## src/rtl/counter_run_ctrl_pkg.sv

```systemverilog
// Shared opcodes and FSM state encoding for the counter run controller.
package counter_run_ctrl_pkg;

   localparam logic [2:0] OP_NOP       = 3'd0;
   localparam logic [2:0] OP_START     = 3'd1;
   localparam logic [2:0] OP_STOP      = 3'd2;
   localparam logic [2:0] OP_CLEAR     = 3'd3;
   localparam logic [2:0] OP_SET_PRE   = 3'd4;
   localparam logic [2:0] OP_CMP_SHIFT = 3'd5;
   localparam logic [2:0] OP_ARM       = 3'd6;
   localparam logic [2:0] OP_DISARM    = 3'd7;

   typedef enum logic [1:0] {
      ST_IDLE = 2'd0,
      ST_RUN  = 2'd1,
      ST_CLR  = 2'd2,
      ST_HOLD = 2'd3
   } state_e;

endpackage

```

## src/rtl/counter_run_ctrl_tick_prescaler.sv

```systemverilog
// Prescaler: tick asserts once every div+1 run cycles; count holds when not running.
module tick_prescaler #(
   parameter int PRE_W = 8
) (
   input  logic             clk,
   input  logic             rst_n,
   input  logic             run,
   input  logic             sync_clr,
   input  logic             load,
   input  logic [PRE_W-1:0] div,
   output logic             tick
);

   logic [PRE_W-1:0] pre_cnt_q, pre_cnt_d;
   logic [PRE_W-1:0] pre_div_q, pre_div_d;

   assign tick = (pre_cnt_q == pre_div_q);

   always_comb begin
      pre_cnt_d = pre_cnt_q;
      pre_div_d = pre_div_q;
      // A new divide ratio restarts the phase even mid-run
      if (load) begin
         pre_div_d = div;
         pre_cnt_d = '0;
      end else if (sync_clr) begin
         pre_cnt_d = '0;
      end else if (run) begin
         pre_cnt_d = tick ? '0 : pre_cnt_q + 1'b1;
      end
   end

   always_ff @(posedge clk or negedge rst_n) begin
      if (!rst_n) begin
         pre_cnt_q <= '0;
         pre_div_q <= '0;
      end else begin
         pre_cnt_q <= pre_cnt_d;
         pre_div_q <= pre_div_d;
      end
   end

endmodule

```

## src/rtl/counter_run_ctrl.sv

```systemverilog
// Command-driven start/stop/clear/prescale sequencer with compare-stop for the tile counter.
// Optional macro COUNTER_RUN_CTRL_AUTORELOAD_EN: compare hit reloads the counter instead of holding.
module counter_run_ctrl
   import counter_run_ctrl_pkg::*;
#(
   parameter int CNT_W = 24,
   parameter int PRE_W = 8,
   parameter int ARG_W = 8
) (
   input  logic             clk,
   input  logic             rst_n,
   input  logic             cmd_valid,
   output logic             cmd_ready,
   input  logic [2:0]       cmd_op,
   input  logic [ARG_W-1:0] cmd_arg,
   input  logic [CNT_W-1:0] cnt_q,
   output logic             cnt_inc,
   output logic             cnt_clr,
   output logic             match,
   output logic [1:0]       state
);

   state_e           state_q, state_d;
   logic             resume_q, resume_d;
   logic [CNT_W-1:0] cmp_q, cmp_d;
   logic             armed_q, armed_d;
   logic             match_q, match_d;
   logic             accept, hit, tick;

   assign cmd_ready = (state_q != ST_CLR);
   assign accept    = cmd_valid && cmd_ready;
   assign hit       = armed_q && (cnt_q == cmp_q) && (state_q == ST_RUN);
   assign cnt_inc   = (state_q == ST_RUN) && tick && !hit;
`ifdef COUNTER_RUN_CTRL_AUTORELOAD_EN
   assign cnt_clr   = (state_q == ST_CLR) || hit;
`else
   assign cnt_clr   = (state_q == ST_CLR);
`endif
   assign match     = match_q;
   assign state     = state_q;

   tick_prescaler #(.PRE_W(PRE_W)) u_pre (
      .clk      (clk),
      .rst_n    (rst_n),
      .run      (state_q == ST_RUN),
      .sync_clr (state_q == ST_CLR),
      .load     (accept && (cmd_op == OP_SET_PRE)),
      .div      (cmd_arg[PRE_W-1:0]),
      .tick     (tick)
   );

   always_comb begin
      state_d  = state_q;
      resume_d = resume_q;
      unique case (state_q)
         ST_IDLE: begin
            if (accept && cmd_op == OP_START) begin
               state_d = ST_RUN;
            end else if (accept && cmd_op == OP_CLEAR) begin
               state_d  = ST_CLR;
               resume_d = 1'b0;
            end
         end
         ST_RUN: begin
            // Explicit STOP/CLEAR beat the compare hit; other ops let the hit win
            if (accept && cmd_op == OP_STOP) begin
               state_d = ST_IDLE;
            end else if (accept && cmd_op == OP_CLEAR) begin
               state_d  = ST_CLR;
               resume_d = 1'b1;
            end else if (hit) begin
`ifdef COUNTER_RUN_CTRL_AUTORELOAD_EN
               state_d = ST_RUN;
`else
               state_d = ST_HOLD;
`endif
            end
         end
         ST_CLR: state_d = resume_q ? ST_RUN : ST_IDLE;
         ST_HOLD: begin
            if (accept && cmd_op == OP_START) begin
               state_d  = ST_CLR;
               resume_d = 1'b1;
            end else if (accept && cmd_op == OP_STOP) begin
               state_d = ST_IDLE;
            end else if (accept && cmd_op == OP_CLEAR) begin
               state_d  = ST_CLR;
               resume_d = 1'b0;
            end
         end
         default: state_d = ST_IDLE;
      endcase
   end

   always_comb begin
      cmp_d   = cmp_q;
      armed_d = armed_q;
      match_d = hit;
      if (accept && cmd_op == OP_CMP_SHIFT) cmp_d = {cmp_q[CNT_W-ARG_W-1:0], cmd_arg};
      if (accept && cmd_op == OP_ARM)       armed_d = 1'b1;
      if (accept && cmd_op == OP_DISARM)    armed_d = 1'b0;
   end

   always_ff @(posedge clk or negedge rst_n) begin
      if (!rst_n) begin
         state_q  <= ST_IDLE;
         resume_q <= 1'b0;
         cmp_q    <= '0;
         armed_q  <= 1'b0;
         match_q  <= 1'b0;
      end else begin
         state_q  <= state_d;
         resume_q <= resume_d;
         cmp_q    <= cmp_d;
         armed_q  <= armed_d;
         match_q  <= match_d;
      end
   end

endmodule

```

## config.mk

```make
export PLATFORM = sky130hd
export DESIGN_NAME = counter_run_ctrl
export DESIGN_NICKNAME = d
export VERILOG_FILES = /design/src/rtl/counter_run_ctrl_pkg.sv /design/src/rtl/counter_run_ctrl_tick_prescaler.sv /design/src/rtl/counter_run_ctrl.sv
export SDC_FILE = /design/constraint.sdc
export NUM_CORES = 1
export LEC_CHECK = 0
export BUFFER_PORTS_ARGS = -buffer_cell sky130_fd_sc_hd__buf_2
export CAP_MARGIN = 40
export CORE_ASPECT_RATIO = 1.2
export CORE_MARGIN = 5
export CORE_UTILIZATION = 30
export DETAILED_ROUTE_END_ITERATION = 12
export SETUP_SLACK_MARGIN = 0.3
export SKIP_CTS_REPAIR_TIMING = 1
export SYNTH_ARGS = -nofsm -noshare
export SYNTH_HDL_FRONTEND = slang
export SYNTH_SLANG_ARGS = --single-unit
```

## constraint.sdc

```tcl
create_clock -name clk -period 1.9 [get_ports clk]
set_input_delay 0.38 -clock clk [delete_from_list [all_inputs] [get_ports clk]]
set_output_delay 0.38 -clock clk [all_outputs]
set_load 0.005 [all_outputs]
```

==> results.md <==
- MaxCap Viol Count: 0
- Critical Path AT: 1.77 ns
- Finished Layout Cells: about 370
- Grt total ovfl: 0
- Finish-stage setup viols: 1
- Skew final: 0.007865 ns
- Worst Tran Pin Value: roughly 0.58 ns
- Gpl congestion: between 0.8 and 0.9
- Most frequent cells in the layout: dfrtp_1, buf_2, mux2_4, xnor2_1, buf_4
- P per Cell Area: around 1300 nW/um^2
- DIE HEIGHT: 108.1 microns
- Post-route clock period utilization: 113.1%
- Sink Count: 45
- CP max FO: 3
- Antenna Cells: 0
- Pre-CTS setup slack: -0.09175 ns
- Sequential share of the synthesized area: a little under half
- Antenna-violating nets left: 0
- Tot Pwr: 4.367 mW
- Reg2reg path depth: 7
- Post-route DRC: 0
- Syn nets: between 200 and 300
- DIE AREA: 9909 sq um
- Vias in the first global route: roughly 1800
- Die X: a little over 90 microns
- Worst Hold Class: primary input to asynchronous set/reset pin
- Worst skew pair latency: 0.30 ns
- Worst Slack Setup Final: -0.2486 ns
- Antenna violations before repair: 0
- IO Port Bufs: 43
- Yosys reg bits: 45
- Clk root buf: clkbuf_8
- Worst path required time: 1.52 ns
- Initial drt markers: between 60 and 70
- Max Buffers Root-to-Sink: 2
- Syn-to-layout area delta: 42.74%
- Row cnt: 35
- Htree depth: 2
- Synth cell types: 37
- Hold slack: 0.1625 ns
- Cell count after synthesis: around 210
- Layout cell share with drive strength beyond 1: a little over half
- First-pass GRT wire length: 8.390 mm
- Final Hold Fails: 0
- Unrepaired setup endpoints after global routing: yes
- Status: finished with violations
- CTS tree: yes
- Failing checks: setup timing
- YS warnings: 0
- Commonest non-fill, non-tap cell in the layout: dfrtp_1
- DRT Wirelength: between 5 and 6 mm
- Routed wire per std cell: approximately 16 microns
- DP Cell Count: 351
- Layout Nets: 324
- Leakage power: 1.594 nW
- Core area: ~7800 sq um
- Nature of the critical path startpoint: flop
- Setup tns final: -0.2486 ns
- Async S/R FF share, synth: 100.0%
- Critical path capture point type: output pin
- Tmin final: approximately 2.1 ns
- Routed vias: about 1800
- Critical path class: flop to output pin
- Max_slew headroom: 61.24%
- Drt pass-1 iters: 4
- Peak supply drop: 551.2 uV
- EDFF count, synth: 0
- DP HPWL: around 4 mm
- Synth Flop Type: dfrtp_1
- Initial Util: 31.01%
- Synthesized area: around 2400 sq um
- Reg clk slew, reported paths: approximately 0.080 ns
- Filler Cells Inserted: 714
- # IOs: 44
- Synth Area per Inst: between 10 and 15 sq um
- Number of vias per cell: just under 5
- TritonCTS Buffers: 5
- Largest net degree at the start of global routing: 46
- Global Route Usage Sum: between 10% and 20%
- Fmax: approximately 0.47 GHz
- Max-slew violation count: 0
-- cell families after synthesis --
group	synth area share, %
and+or+nand+nor	10.88
DFF	46.85
xor gates and xnor gates	13.85
muxes	15.93
AOI/OAI and AO/OA	7.288
buffers and inverters	2.082
adders and majority gates	3.123
-- power by group --
part	switching, mW	leakage (nW)	internal, mW
clock	0.302	0.0450	0.255
combinational	0.840	0.990	1.31
sequential	0.339	0.559	1.32
total	1.48	1.59	2.89
-- Yosys cell counts (2+ instances only) --
master,number,area [sq um]
o31ai_1,2,15.01
a21o_1,3,22.52
nand4_1,6,37.54
a21oi_1,5,25.02
nand3_1,2,10.01
xnor2_1,27,236.5
clkbuf_1,3,11.26
ha_1,6,75.07
inv_1,5,18.77
nor3_1,3,15.01
o21ai_0,5,25.02
nand2_1,7,26.28
o2111ai_1,2,17.52
dfrtp_1,45,1126
buf_2,4,20.02
xor2_1,11,96.34
and3_1,2,12.51
nand2b_1,2,12.51
mux2_2,34,382.9
nor2_1,16,60.06
-- cell type report --
type | count | area, sq um | share of cell area, %
Inverter | 5 | 21.27 | 0.6200
Clock buffer | 6 | 72.57 | 2.115
Tap cell | 92 | 115.1 | 3.355
Timing Repair Buffer | 73 | 544.3 | 15.86
Clock inverter | 2 | 10.01 | 0.2918
Multi-Input combinational cell | 150 | 1538 | 44.82
Sequential cell | 45 | 1130 | 32.93
-- worst paths after layout --
check                           startpoint                  to  slack [ns]
worst max-delay path              cmp_q[0]             cnt_inc       -0.25
worst min-delay path                 rst_n  u_pre.pre_div_q[1]        0.16
worst max register to register    state[0]            state[1]        0.04
worst min register to register     armed_q             armed_q        0.49
max in group asynchronous            rst_n            state[1]        1.31
min in group clk                cmd_arg[4]  u_pre.pre_div_q[4]        0.34
-- critical path, cell delays in order (launching register included) --
cell,delay [ns]
dfrtp_1,0.41
xnor2_1,0.18
nand4_1,0.13
nor4_2,0.29
buf_4,0.17
nand2_2,0.05
and3_4,0.15
buf_6,0.11
-- per-layer routing --
layer | part of all wire, % | up-vias | routed length (microns) | global-route usage [%]
met5 | 0 | - | 0 | 0
met4 | 1.9 | 0 | 115 | 3.822
met3 | 3.2 | 9 | 191 | 2.714
met2 | 51 | 33 | 3033 | 18.17
met1 | 43 | 878 | 2558 | 13.37
li1 | - | 876 | - | -
-- stage by stage --
stage / instance area [sq um] / util [%]
floorplan: 2454 / -
finish: 3431 / 44.26
detailed placement: 2872 / 37.05
global route: 3431 / 44.26
CTS: 2954 / 38.11
global placement: 2872 / 37.05
-- registers in the layout, indices dropped and copies added (netlist names) --
| register | count |
|---|---|
| state | 2 |
| armed_q | 1 |
| cmp_q | 24 |
| resume_q | 1 |
| u_pre.pre_cnt_q | 8 |
| u_pre.pre_div_q | 8 |
| match | 1 |
(Power assumes the default switching activity.)
